### src/rtl/uart_rx.sv
// UART receiver: 2-flop synchronizer, start/data/stop decoding, one-entry output register.
// Optional 3-sample majority voting via UART_RX_MAJORITY_EN (default build: single sample).
module uart_rx #(
  parameter int BAUD_RATE     = 115200,
  parameter int CLK_FREQUENCY = 48000000,
  parameter int DATA_BITS     = 8
) (
  input  logic                 clk,
  input  logic                 reset,
  input  logic                 rx_uart,
  input  logic                 rx_rdy,
  output logic                 rx_valid,
  output logic [DATA_BITS-1:0] rx_data,
  output logic                 rx_err
);

  localparam int CLKS_PER_BIT = (CLK_FREQUENCY + BAUD_RATE / 2) / BAUD_RATE;
  localparam int HALF_BIT     = CLKS_PER_BIT / 2;
  localparam int CW           = $clog2(CLKS_PER_BIT);
  localparam int BW           = $clog2(DATA_BITS + 1);
`ifdef UART_RX_MAJORITY_EN
  // Majority decisions land one cycle after the nominal sample point.
  localparam int START_LAST   = HALF_BIT;
`else
  localparam int START_LAST   = HALF_BIT - 1;
`endif

  generate
    if (CLKS_PER_BIT < 4) begin : g_bad_ratio
      $error("uart_rx: CLKS_PER_BIT must be at least 4");
    end
  endgenerate

  typedef enum logic [2:0] {IDLE, START, DATA, STOP, WAIT_IDLE} state_t;

  state_t               state_q, state_d;
  logic [1:0]           sync_q;
  logic                 line_prev_q;
  logic [CW-1:0]        cnt_q, cnt_d;
  logic [BW-1:0]        bit_cnt_q, bit_cnt_d;
  logic [DATA_BITS-1:0] shift_q, shift_d;
  logic                 rx_valid_q, rx_valid_d;
  logic [DATA_BITS-1:0] rx_data_q, rx_data_d;
  logic                 rx_err_q, rx_err_d;
  logic                 line_s, bit_s, frame_ok_s, frame_bad_s;

  assign line_s = sync_q[1];

`ifdef UART_RX_MAJORITY_EN
  logic [1:0] hist_q;

  function automatic logic maj3(input logic a, input logic b, input logic c);
    return (a & b) | (a & c) | (b & c);
  endfunction

  always_ff @(posedge clk) begin
    if (reset) begin
      hist_q <= 2'b11;
    end else begin
      hist_q <= {hist_q[0], line_s};
    end
  end

  assign bit_s = maj3(hist_q[1], hist_q[0], line_s);
`else
  assign bit_s = line_s;
`endif

  always_comb begin
    state_d     = state_q;
    cnt_d       = cnt_q + 1'b1;
    bit_cnt_d   = bit_cnt_q;
    shift_d     = shift_q;
    frame_ok_s  = 1'b0;
    frame_bad_s = 1'b0;
    case (state_q)
      IDLE: begin
        cnt_d     = '0;
        bit_cnt_d = '0;
        if (line_prev_q && !line_s) begin
          state_d = START;
        end else begin
          state_d = IDLE;
        end
      end
      START: begin
        if (cnt_q == CW'(START_LAST)) begin
          cnt_d   = '0;
          state_d = bit_s ? IDLE : DATA;
        end else begin
          state_d = START;
        end
      end
      DATA: begin
        if (cnt_q == CW'(CLKS_PER_BIT - 1)) begin
          cnt_d                = '0;
          shift_d              = shift_q >> 1;
          shift_d[DATA_BITS-1] = bit_s;
          bit_cnt_d            = bit_cnt_q + 1'b1;
          state_d              = (bit_cnt_q == BW'(DATA_BITS - 1)) ? STOP : DATA;
        end else begin
          state_d = DATA;
        end
      end
      STOP: begin
        if (cnt_q == CW'(CLKS_PER_BIT - 1)) begin
          cnt_d = '0;
          if (bit_s) begin
            frame_ok_s = 1'b1;
            state_d    = IDLE;
          end else begin
            frame_bad_s = 1'b1;
            state_d     = WAIT_IDLE;
          end
        end else begin
          state_d = STOP;
        end
      end
      WAIT_IDLE: begin
        // A held break stays here so it reports a single error.
        cnt_d   = '0;
        state_d = line_s ? IDLE : WAIT_IDLE;
      end
      default: begin
        cnt_d   = '0;
        state_d = IDLE;
      end
    endcase
  end

  always_comb begin
    rx_valid_d = rx_valid_q;
    rx_data_d  = rx_data_q;
    rx_err_d   = 1'b0;
    if (frame_ok_s && (!rx_valid_q || rx_rdy)) begin
      rx_valid_d = 1'b1;
      rx_data_d  = shift_q;
    end else begin
      rx_valid_d = (rx_valid_q && rx_rdy) ? 1'b0 : rx_valid_q;
      rx_err_d   = frame_ok_s | frame_bad_s;
    end
  end

  always_ff @(posedge clk) begin
    if (reset) begin
      sync_q      <= 2'b11;
      line_prev_q <= 1'b1;
      state_q     <= IDLE;
      cnt_q       <= '0;
      bit_cnt_q   <= '0;
      shift_q     <= '0;
      rx_valid_q  <= 1'b0;
      rx_data_q   <= '0;
      rx_err_q    <= 1'b0;
    end else begin
      sync_q      <= {sync_q[0], rx_uart};
      line_prev_q <= line_s;
      state_q     <= state_d;
      cnt_q       <= cnt_d;
      bit_cnt_q   <= bit_cnt_d;
      shift_q     <= shift_d;
      rx_valid_q  <= rx_valid_d;
      rx_data_q   <= rx_data_d;
      rx_err_q    <= rx_err_d;
    end
  end

  assign rx_valid = rx_valid_q;
  assign rx_data  = rx_data_q;
  assign rx_err   = rx_err_q;

endmodule

### config.mk
export PLATFORM = sky130hd
export DESIGN_NAME = uart_rx
export DESIGN_NICKNAME = d
export VERILOG_FILES = /design/src/rtl/uart_rx.sv
export SDC_FILE = /design/constraint.sdc
export NUM_CORES = 1
export LEC_CHECK = 0
export BUFFER_PORTS_ARGS = -buffer_cell sky130_fd_sc_hd__buf_2
export CAP_MARGIN = 25
export CORE_UTILIZATION = 35
export CTS_CLUSTER_SIZE = 12
export DETAILED_ROUTE_END_ITERATION = 10
export HOLD_SLACK_MARGIN = 0.12
export PLACE_DENSITY = 0.58
export REMOVE_ABC_BUFFERS = 1
export SKIP_CTS_REPAIR_TIMING = 1
export SYNTH_ARGS = -nofsm -noshare
export SYNTH_HDL_FRONTEND = slang
export SYNTH_SLANG_ARGS = --single-unit
### constraint.sdc
create_clock -name clk -period 1.6 [get_ports clk]
set_input_delay 0 -clock clk [delete_from_list [all_inputs] [get_ports clk]]
set_output_delay 0 -clock clk [all_outputs]
set_load 0.1 [all_outputs]
---- After elaboration in Yosys (flattened, before gate mapping) ----
Cells that the tools add are included.
W data, S select, Z words.
storage, ports and cells
  logic and storage cells ................. 54
  register bits ........................... 37
  input bits .............................. 4
  output and inout bits ................... 10
cells by class
  bitwise gates (word level) .............. 1
  $add $sub $neg .......................... 2
  muxes and demuxes ....................... 21
  reduce and logical (&&, ||, !) cells .... 13
  equality and inequality tests ........... 8
operator list
  kind                   number
  $mux W9                2
  $pmux W9 S2            1
  $pmux W3 S5            1
  $mux W1                11
  $add A9 B1 Y9 const B  1
  $eq A9 B8 Y1 const B   1
  $eq A9 B9 Y1 const B   1
  $pmux W4 S2            1
  $eq A3 B2 Y1 const B   2
  $mux W3                2
  $add A4 B1 Y4 const B  1
  $eq A4 B3 Y1 const B   1
  $mux W2                2
  $mux W4                1
  $reduce_and A2 Y1      2
  $reduce_bool A2 Y1     2
  $reduce_or A2 Y1       2
  $eq A3 B1 Y1 const B   1
  $eq A3 B3 Y1 const B   1
  $logic_and A1 B1 Y1    3
  $logic_not A3 Y1       1
  $logic_not A1 Y1       2
  $ne A2 B2 Y1 const B   1
  $logic_or A1 B1 Y1     1
  $or A1 B1 Y1           1

---- Depth between registers and ports, before layout ----
  depth after elaboration ................. 5
  mapped depth ............................ 7
  gate-level depth less buffers ........... 6

---- Worst setup path after synthesis ----
Ideal clock, no wire load.
  kind .................................... flip-flop to flip-flop
  from .................................... reg rx_valid_q (netlist: rx_valid)
  to ...................................... reg rx_data_q[0] (netlist: rx_data[0])
  setup time .............................. 128 ps
  period minus slack after synthesis ...... 1,821 ps
  setup slack ............................. -221 ps
  arrival time ............................ 1,693 ps
  cell stages (with the launch flop) ...... 6
  data required time ...................... 1,472 ps
  cell sequence ........................... dfxtp_1 nand2b_1 and4_2 buf_2 mux2i_1 nor2_1
between the ends
  longest elaborated chain between the ends .. 3
RTL lines
  element                   line  source
  start: declaration        42    logic rx_valid_q, rx_valid_d;
  start signal: assignment  162   rx_valid_q <= rx_valid_d;
  $logic_not A1 Y1          135   if (frame_ok_s && (!rx_valid_q || rx_rdy)) begin
  $logic_or A1 B1 Y1        135
  $logic_and A1 B1 Y1       135
  end signal: assignment    163   rx_data_q <= rx_data_d;
  end: declaration          43    logic [DATA_BITS-1:0] rx_data_q, rx_data_d;
No other way between the ends.
A chain may end at the register's enable or synchronous reset.

---- Worst setup path after layout ----
  from .................................... reg cnt_q[8]
  to ...................................... reg cnt_q[8]
between the ends
  longest elaborated chain between the ends .. 3
  elaborated cells on any way between the ends .. 6
  classes of those cells .................. add/sub (1); eq/ne (2); mux (3)
RTL lines
  element                                      line         source
  start: declaration                           39           logic [CW-1:0] cnt_q, cnt_d;
  start signal: assignment                     159          cnt_q <= cnt_d;
  $add A9 B1 Y9, or another cell as far along  71           cnt_d = cnt_q + 1'b1;
  $mux W9, on equally long branches            95, 106, 87
  $pmux W9 S2 *                                76           case (state_q)
Every way passes the cells marked *; elsewhere a longest branch is shown, timed or not.

==> results.sh <==
export IMPL_grt_start_max_net_pins=20
export IMPL_wirelength_met1_um=1547
export IMPL_r2r_end="cnt_q[8]"
export IMPL_most_frequent_cells_in_the_layout="sky130_fd_sc_hd__dfxtp_1, sky130_fd_sc_hd__nor2_1, sky130_fd_sc_hd__buf_4, sky130_fd_sc_hd__mux2i_1, sky130_fd_sc_hd__buf_2"
export IMPL_timing_final_hold_violations=0
export IMPL_totalPowerFinal_mw=1.918
export IMPL_area_growth_syn_to_layout_pct=33.50
export IMPL_status="complete, but fails checks"
export IMPL_synthesis_area_mm2=0.001546
export IMPL_comb_power_share_pct=2.7
export IMPL_die_area_mm2=0.004688
export IMPL_seq_power_share_pct=48.4
export IMPL_drt_pre_antenna_iters=4
export IMPL_cp_num_buf_inv=1
export IMPL_critPathTopFamily="simple AND/OR/NAND/NOR gates"
export IMPL_crit_fanout=5
export IMPL_detail_route_vias_per_cell=5.060
export IMPL_hold_start="sync_q[0]"
export IMPL_p_switching_mw=0.3496
export IMPL_finalWirelength_um=3201
export IMPL_yosysSeqAreaShare_pct=47.90
export IMPL_max_slew_margin_pct=67.55
export IMPL_required_time_at_the_worst_slack_endpoint_ps=1770
export IMPL_layout_cells_most_common="sky130_fd_sc_hd__dfxtp_1"
export IMPL_whs_endpoint="sync_q[1]"
export IMPL_crit_path_start_kind="flip-flop"
export IMPL_global_route_wire_length_before_repair_um=4912
export IMPL_yosys_warnings=0
export IMPL_clock_skew_ps=3.865
export IMPL_cts_num_sinks=37
export IMPL_critical_path_endpoint_type="flip-flop"
export IMPL_cpPeakStageDelay_ps=530
export IMPL_drtIter0Drc=51
export IMPL_floorplan_die_height_um=68.47
export IMPL_fin_crit_ps=1615
export IMPL_crit_slowest_cell="sky130_fd_sc_hd__or4b_4"
export IMPL_leakage_nw=0.8214
export IMPL_worst_slew_pin_tran_ps=490.2
export IMPL_netlist_instances=160
export IMPL_detailed_place_hpwl_um=2146
export IMPL_grt_setup_unrepaired="true"
export IMPL_crit_path_kind="flip-flop to flip-flop"
export IMPL_grt_remaining_overflow=0
export IMPL_clock_tree_root_cell="sky130_fd_sc_hd__clkbuf_8"
export IMPL_number_of_global_route_vias_before_repair=1089
export IMPL_coreArea_mm2=0.004115
export IMPL_final_setup_worst_slack_ps=-15.28
export IMPL_cellPowerDensity_mw_per_mm2=928.8
export IMPL_achievable_frequency_mhz=619.1
export IMPL_layout_nets=204
export IMPL_reg2reg_from="cnt_q[8]"
export IMPL_detailroute_wirelength_met3_um=131
export IMPL_floorplan_rows=23
export IMPL_timing_max_transition_violations_final=0
export IMPL_floorplan_initialDensity_pct=37.58
export IMPL_final_estimated_routing_congestion_in_global_placement=0.7909
export IMPL_worst_skew_pair_late_latency_ps=280
export IMPL_power_internal_mw=1.568
export IMPL_vdd_drop_max_uv=576.3
export IMPL_num_fill_cells=389
export IMPL_timing_critical_path_cells="or4b_4 -> o21a_1 -> a31oi_4 -> buf_6 -> nor2_1"
export IMPL_met2_length_um=1459
export IMPL_cts_buffer_count=5
export IMPL_regToRegSetupSlack_ps=-20
export IMPL_ys_flop_type="sky130_fd_sc_hd__dfxtp_1"
export IMPL_pwr_share_clk_pct=48.8
export IMPL_drtAntennaViolNets=0
export IMPL_antenna_diode_count=0
export IMPL_worstHoldPathType="flip-flop to flip-flop"
export IMPL_h_tree_depth=2
export IMPL_synth_avg_cell_area_um2=9.666
export IMPL_ys_async_sr_fraction_pct=0
export IMPL_min_period_over_period_pct=101.0
export IMPL_tns_ps=-43.07
export IMPL_final_layout_size_suffix_gt1_share_pct=33.33
export IMPL_initial_antenna_violation_count=0
export IMPL_setup_viol=5
export IMPL_synth_cell_type_count=42
export IMPL_worst_hold_slack_ps=410.9
export IMPL_power_share_switching_pct=18.23
export IMPL_drt_wirelength_per_cell_um=12.91
export IMPL_clk_pin_slew_ps=70
export IMPL_overall_routing_resource_usage_pct=14.65
export IMPL_place_port_buffers=13
export IMPL_crit_arrival_ps=1790
export IMPL_reg2reg_depth=5
export IMPL_post_route_drc_count=0
export IMPL_ios=14
export IMPL_ys_seq_elements=37
export IMPL_topRoutingLayerUsed="met4"
export IMPL_die_w_um=68.47
export IMPL_cts_max_path_buffers=2
export IMPL_clock_tree_from_tritoncts="built"
export IMPL_min_delay_path_depth=1
export IMPL_routed_via_count=1255
export IMPL_max_cap_violations=0
export IMPL_number_of_enable_flip_flop_cells_after_synthesis=0
export IMPL_violations="negative setup slack"
routing by layer:
| layer | vias to the layer above | track usage, % |
|---|---|---|
| met5 | - | 0 |
| met4 | 0 | 8.594 |
| met3 | 5 | 4.167 |
| met2 | 26 | 20.83 |
| met1 | 587 | 19.47 |
| li1 | 637 | - |
layout make-up:
cell class	count	area, µm²	area share (%)
Clock buffer	5	68.82	3.333
Multi-Input combinational cell	112	795.8	38.55
Inverter	3	11.26	0.5455
Sequential cell	37	750.7	36.36
Timing Repair Buffer	38	310.3	15.03
Clock inverter	3	65.06	3.152
Tap cell	50	62.56	3.030
cell families (layout without fill, tap and decap cells):
kind of cell / after synthesis / after routing / share of synthesized area [%]
compound gates: 19 / 19 / 8.739
xor+xnor: 7 / 7 / 3.964
fa+ha+maj: 3 / 3 / 2.427
buf+inv: 11 / 49 / 2.832
flops: 37 / 37 / 47.90
mux: 15 / 15 / 9.708
simple gates: 68 / 68 / 24.43
flip-flops by register name, indices dropped and copies added (netlist names):
signal	cells
bit_cnt_q	4
cnt_q	9
line_prev_q	1
rx_data	8
rx_err	1
rx_valid	1
shift_q	8
state_q	3
sync_q	2
stage by stage:
stage | instances | worst slack [ps] | utilization (%) | cell area [µm²]
floorplan | 152 | -202.7 | - | 1514
global placement | 233 | -8.064 | 43.78 | 1802
detailed placement | 233 | -35.43 | 43.78 | 1802
CTS | 241 | -52.31 | 47.04 | 1936
global route | 248 | -57.33 | 50.17 | 2064
finish | 248 | -15.28 | 50.17 | 2064
synthesized netlist by cell type (all sizes together) (2+ instances only):
cell / number / area share, %
a21oi: 2 / 0.65
a31oi: 3 / 1.6
and4b: 2 / 1.3
buf: 2 / 0.65
clkbuf: 6 / 1.5
dfxtp: 37 / 48
ha: 3 / 2.4
inv: 3 / 0.73
mux2i: 15 / 9.7
nand2: 5 / 1.4
nand2b: 3 / 1.2
nand3: 5 / 1.6
nand3b: 2 / 0.97
nand4: 2 / 0.81
nor2: 31 / 7.5
nor3: 2 / 0.65
nor4b: 3 / 2.7
o211ai: 2 / 0.97
o21ai: 4 / 1.3
or2: 4 / 1.6
xnor2: 5 / 2.8
xor2: 2 / 1.1
power groups by stage:
stage / Clock [mW] / Combinational, mW / Sequential (mW)
6_report: 0.936 / 0.0525 / 0.929
5_1_grt: 1.01 / 0.0580 / 0.929
4_1_cts: 0.964 / 0.0410 / 0.930
3_5_place_dp: 0 / 0.0408 / 0.951
3_3_place_gp: 0 / 0.0405 / 0.952
2_1_floorplan: 0 / 0.0170 / 0.951
how the worst max path moves through the flow:
stage,startpoint,to,slack (ps),cells past startpoint
after CTS,cnt_q[0],bit_cnt_q[3],-50,6
final,cnt_q[8],cnt_q[8],-20,5
after global routing,cnt_q[8],cnt_q[8],-60,5
after global placement,cnt_q[0],bit_cnt_q[3],-8,6
after detailed placement,cnt_q[0],bit_cnt_q[3],-40,6
after floorplan,cnt_q[0],bit_cnt_q[0],-200,6
No activity file was read; power rests on OpenSTA's default activity.
